## config.mk

```make
export PLATFORM = sky130hd
export DESIGN_NAME = alu_decode_stage
export DESIGN_NICKNAME = d
export VERILOG_FILES = /design/src/rtl/alu_pkg.sv /design/src/rtl/imm_gen.sv /design/src/rtl/alu_decode_stage.sv
export SDC_FILE = /design/constraint.sdc
export NUM_CORES = 1
export LEC_CHECK = 0
export CAP_MARGIN = 20
export CORE_MARGIN = 1.5
export CORE_UTILIZATION = 40
export CTS_CLUSTER_DIAMETER = 80
export DETAILED_ROUTE_END_ITERATION = 10
export HOLD_SLACK_MARGIN = 0.15
export PLACE_DENSITY = 0.81
export SYNTH_ARGS = -nofsm -noshare
export SYNTH_HDL_FRONTEND = slang
export SYNTH_SLANG_ARGS = --single-unit
export TNS_END_PERCENT = 1
```

## constraint.sdc

```tcl
create_clock -name clk -period 2.5 [get_ports clk]
set_input_delay 0.25 -clock clk [delete_from_list [all_inputs] [get_ports clk]]
set_output_delay 0.25 -clock clk [all_outputs]
set_load 0.005 [all_outputs]
```

## src/rtl/alu_pkg.sv

```systemverilog
// alu_pkg: ALU op codes, RV32I opcodes, immediate formats and the decoded bundle shared by the decode stage.
package alu_pkg;
  localparam int XLEN = 32;
  localparam logic [3:0] ALU_ADD  = 4'b0000;
  localparam logic [3:0] ALU_SUB  = 4'b0001;
  localparam logic [3:0] ALU_AND  = 4'b0010;
  localparam logic [3:0] ALU_OR   = 4'b0011;
  localparam logic [3:0] ALU_XOR  = 4'b0100;
  localparam logic [3:0] ALU_SLT  = 4'b0101;
  localparam logic [3:0] ALU_SLTU = 4'b0111;
  localparam logic [3:0] ALU_SLL  = 4'b1000;
  localparam logic [3:0] ALU_SRA  = 4'b1001;
  localparam logic [3:0] ALU_SRL  = 4'b1111;
  localparam logic [6:0] OP     = 7'b0110011;
  localparam logic [6:0] OP_IMM = 7'b0010011;
  localparam logic [6:0] LOAD   = 7'b0000011;
  localparam logic [6:0] STORE  = 7'b0100011;
  localparam logic [6:0] BRANCH = 7'b1100011;
  localparam logic [6:0] F7_BASE = 7'b0000000;
  localparam logic [6:0] F7_ALT  = 7'b0100000;
  typedef enum logic {IMM_I, IMM_S} imm_fmt_t;
  typedef struct packed {
    logic [XLEN-1:0] rd_data1;
    logic [XLEN-1:0] rd_final2;
    logic [3:0]      alu_main;
    logic [4:0]      rd_addr;
    logic            is_branch;
    logic            illegal;
  } bundle_t;
  // alt selects SUB/SRA over ADD/SRL; the caller decides when funct7 may do that
  function automatic logic [3:0] f3_op(input logic [2:0] f3, input logic alt);
    case (f3)
      3'b000:  return alt ? ALU_SUB : ALU_ADD;
      3'b001:  return ALU_SLL;
      3'b010:  return ALU_SLT;
      3'b011:  return ALU_SLTU;
      3'b100:  return ALU_XOR;
      3'b101:  return alt ? ALU_SRA : ALU_SRL;
      3'b110:  return ALU_OR;
      default: return ALU_AND;
    endcase
  endfunction
endpackage

```

## src/rtl/imm_gen.sv

```systemverilog
// imm_gen: sign-extended I/S immediate; both formats share instr[31:25] and differ only in the low five bits.
module imm_gen import alu_pkg::*; (
  input  logic [31:0]     instr,
  input  imm_fmt_t        fmt,
  output logic [XLEN-1:0] imm
);
  logic unused_bits;
  assign unused_bits = ^{instr[19:12], instr[6:0]};
  assign imm = {{(XLEN-11){instr[31]}}, instr[30:25], fmt == IMM_S ? instr[11:7] : instr[24:20]};
endmodule

```

## src/rtl/alu_decode_stage.sv

```systemverilog
// alu_decode_stage: RV32I decode into ALU op/operands, registered behind valid/ready; ALU_DEC_SKID_EN adds a skid entry.
module alu_decode_stage import alu_pkg::*; (
  input  logic            clk,
  input  logic            rst,
  input  logic            in_valid,
  output logic            in_ready,
  input  logic [31:0]     instr,
  input  logic [XLEN-1:0] rs1_val,
  input  logic [XLEN-1:0] rs2_val,
  output logic            out_valid,
  input  logic            out_ready,
  output logic [XLEN-1:0] rd_data1,
  output logic [XLEN-1:0] rd_final2,
  output logic [3:0]      alu_main,
  output logic [4:0]      rd_addr,
  output logic            is_branch,
  output logic            illegal
);
  logic [6:0] opcode, f7;
  logic [2:0] f3;
  logic [XLEN-1:0] imm;
  imm_fmt_t fmt;
  bundle_t dec, main_q;
  assign opcode = instr[6:0];
  assign f3 = instr[14:12];
  assign f7 = instr[31:25];
  assign fmt = opcode == STORE ? IMM_S : IMM_I;
  imm_gen u_imm (.instr(instr), .fmt(fmt), .imm(imm));
  always_comb begin
    dec.rd_data1 = rs1_val;
    dec.rd_addr = instr[11:7];
    dec.is_branch = opcode == BRANCH;
    dec.rd_final2 = (opcode == OP || opcode == BRANCH) ? rs2_val : imm;
    dec.alu_main = ALU_ADD;
    dec.illegal = 1'b0;
    case (opcode)
      OP: begin
        dec.alu_main = f3_op(f3, f7[5]);
        dec.illegal = !(f7 == F7_BASE || (f7 == F7_ALT && (f3 == 3'b000 || f3 == 3'b101)));
      end
      OP_IMM: begin
        dec.alu_main = f3_op(f3, f3 == 3'b101 && f7[5]);
        dec.illegal = (f3 == 3'b001 && f7 != F7_BASE) || (f3 == 3'b101 && f7 != F7_BASE && f7 != F7_ALT);
      end
      LOAD, STORE: begin
      end
      BRANCH: begin
        dec.alu_main = f3[2] ? (f3[1] ? ALU_SLTU : ALU_SLT) : ALU_SUB;
        dec.illegal = f3[2:1] == 2'b01;
      end
      default: dec.illegal = 1'b1;
    endcase
    if (dec.illegal) begin
      dec.alu_main = ALU_ADD;
      dec.rd_final2 = '0;
      dec.is_branch = 1'b0;
    end
  end
`ifdef ALU_DEC_SKID_EN
  bundle_t skid_q;
  // in_ready doubles as "skid empty"; a full skid implies the main entry is valid and stalled
  always_ff @(posedge clk or posedge rst) begin
    if (rst) begin
      main_q <= '0;
      skid_q <= '0;
      out_valid <= 1'b0;
      in_ready <= 1'b1;
    end else if (!in_ready) begin
      if (out_ready) begin
        main_q <= skid_q;
        in_ready <= 1'b1;
      end
    end else if (in_valid) begin
      if (out_valid && !out_ready) begin
        skid_q <= dec;
        in_ready <= 1'b0;
      end else begin
        main_q <= dec;
        out_valid <= 1'b1;
      end
    end else if (out_ready) out_valid <= 1'b0;
  end
`else
  assign in_ready = !out_valid || out_ready;
  always_ff @(posedge clk or posedge rst) begin
    if (rst) begin
      main_q <= '0;
      out_valid <= 1'b0;
    end else if (in_ready) begin
      out_valid <= in_valid;
      if (in_valid) main_q <= dec;
    end
  end
`endif
  assign {rd_data1, rd_final2, alu_main, rd_addr, is_branch, illegal} = main_q;
endmodule

```

==> flow_summary.yaml <==
drt:
  drc: 0
  via_per_inst: 5.13
  detail-route-antenna-nets: 0
  wl_per_cell_um: 15.1
  drt-total-wl_um: 9960
  routed-via-count: 3380
  drtPass1Iterations: 4
  drt_iter0_markers: 210
sta:
  finalSetupViolCount: 0
  slew_headroom_pct: 64.8
  fin_worst_skew_ps: 14.3
  hold_violations: 0
  worst_pin_slew_ps: 528
  fin_crit_ps: 1990
  fin_tns_setup_ps: 0
  rsz0062_at_grt: "false"
  period_share_pct: 79.6
  fmax_mhz: 503
  whs_ps: 324
  drv_slew: 0
logic_synthesis:
  ys_seq_elements: 76
  ys.flop_type: "dfrtp_1"
  synthDistinctLibCells: 36
  yosysWarnings: 0
  synthArstFlopShare_pct: 100
  synth_nets: 478
  avgSynthCellArea_um2: 9.13
  synth_area_um2: 3450
  ys_seq_area_share_pct: 55.1
  yosysTopAreaCell: "dfrtp_1"
  synth.top_cell.area_share_pct: 55.1
  synth_edf_count: 0
  synthTopCellsByArea: "dfrtp_1, nand2_1, a21oi_1, mux2i_1, o21ai_1"
  synthCells: 378
setup_path:
  crit_required_ps: 2760
  arrival_ps: 2250
  crit_chain: "clkdlybuf4s50_1 > or4_4 > nor3_4 > a211oi_1 > a211o_1 > buf_12 > o21ai_0"
  reg2reg_depth: 6
  critPathSlowestCell: "or4_4"
  cp-start-kind: "input pin"
  crit_end: "rd_final2[31]"
  reg2reg_to: "rd_final2[31]"
  r2r-start: "out_valid"
  crit_path_end_kind: "flip-flop"
  cp-startpoint: "instr[28]"
  worst-setup-path-type: "in2reg"
  rrSetupSlack_ps: 880
  crit_fanout: 31
  cpPeakStageDelay_ps: 560
global_route:
  grt_pass1_vias: 3265
  grt-ovfl-total: 0
  grt_pass1_wl_um: 15400
  grt_use_total_pct: 22.0
  antenna_found_initial: 0
  grt_max_degree: 42
floorplan:
  die_y_um: 95.9
  dieArea_um2: 9200
  start_util_pct: 41.6
  core_region_area_um2: 8300
  rows: 33
  io_pins: 177
  die_w_um: 95.9
power:
  power_frac_comb_pct: 20.6
  pwr-share-clk_pct: 31.8
  vdd_drop_max_mv: 0.270
  p_seq_share_pct: 47.6
  swShare_pct: 25.6
  p_sw_uw: 734
  p_per_area_nw_per_um2: 523
  intPower_uw: 2130
  p_leak_uw: 0.00245
min_path:
  hp-class: "in2async"
placed_design:
  port_buffers: 171
  gp_congestion: 0.846
  place_area_um2: 5290
  dp_hpwl_um: 7570
layout:
  stdcell_area_um2: 5480
  syn_to_final_growth_pct: 58.9
  num_antenna_cells: 0
  drive_above_1_share_pct: 7.76
  fillCellCount: 690
  nNetsFinal: 649
clock_tree:
  clock_latency_ps: 350
  cts_tree: "built"
  clockBufferDepth: 2
  postCtsHoldBufs: 0
  htree_levels: 3
  cts_resized: 0
  ctsRootBufferMaster: "clkbuf_8"
  cts_buffers: 9
  cts_num_sinks: 76
  post_cts.repair.setup_buffers: 0
  path_clk_slew_ps: 80
flow_run:
  maxCapViolCount: 0
run_status:
  status: "finished, final reports clean"
worst max-delay path: cells and delay by family:
kind,cells,cell delay [ps]
AOI/OAI and AO/OA,3,630
buffers and inverters,2,610
and+or+nand+nor,2,750
registers in the layout, summed over array words and instances, names as in the netlist:
signal     count
illegal        1
rd_data1      32
rd_addr        5
out_valid      1
is_branch      1
alu_main       4
rd_final2     32
worst min-delay path by stage:
stage,to,from,depth (start not counted)
finish,rd_final2[5],rst,3
global route,rd_data1[28],rst,3
CTS,rd_final2[5],rst,3
detailed placement,rd_addr[2],rd_addr[2],2
global placement,rd_data1[24],rd_data1[24],2
floorplan,rd_addr[0],instr[7],2
placed cells by master (no fill, tap or decap), types with 8 or more instances in the layout:
master,instances
buf_4,12
a21oi_1,24
dfrtp_1,76
o21ai_2,9
clkdlybuf4s50_1,171
o21ai_1,20
clkbuf_8,9
nand2b_1,8
nand2_1,145
mux2i_1,11
through the flow:
step           total power (µW)  cells  setup WS, ps  utilization [%]
6_report                   2870    659           511             66.1
5_1_grt                    3030    659           410             66.1
4_1_cts                    2910    659           518             66.1
3_5_place_dp               1990    643           149             63.8
3_3_place_gp               1970    643           200             63.8
2_1_floorplan              1580    378           312                -
synth_stat cells (2+ instances only):
library cell	count
o31ai_1	6
o21a_1	2
buf_6	3
o21ai_0	6
dfrtp_1	76
a22o_1	6
mux2i_1	11
inv_1	2
xor2_1	2
nand2_1	146
clkbuf_1	14
o21ai_2	9
and2_1	3
buf_2	4
o21ai_1	20
a21oi_1	24
buf_1	3
nand2b_1	8
nor2_1	7
a221oi_1	5
nand3_1	3
nor2b_1	4
cell families (layout without fill, tap and decap cells):
logic type	after synthesis	in the layout	synth area share, %
DFF	76	76	55.1
xor gates and xnor gates	2	2	0.508
AOI/OAI and AO/OA	86	86	16.1
and+or+nand+nor	177	177	21.5
buffers and inverters	26	202	3.62
muxes	11	11	3.19
final cells by class:
| class | instances | area, µm² | area share (%) |
|---|---|---|---|
| multi-input cells | 276 | 1430 | 26.0 |
| well taps | 105 | 131 | 2.40 |
| flip-flops and latches | 76 | 1900 | 34.7 |
| clock buffers | 10 | 128 | 2.33 |
| clock inverters | 6 | 65.1 | 1.19 |
| inverters | 2 | 8.76 | 0.160 |
| repair buffers | 184 | 1820 | 33.2 |
per-layer routing:
metal	vias up	track usage [%]	wire length [µm]
met5	-	0	0
met4	0	9.93	268
met3	21	3.24	568
met2	148	36.3	4990
met1	1603	28.6	4140
li1	1608	-	-
power by group through the flow:
stage	Combinational (µW)	Clock, µW	Sequential [µW]
2_1_floorplan	187	0	1390
3_3_place_gp	581	0	1380
3_5_place_dp	595	0	1390
4_1_cts	598	941	1370
5_1_grt	647	1010	1370
6_report	590	911	1370
Note: power is estimated with default switching activity, not from simulation.
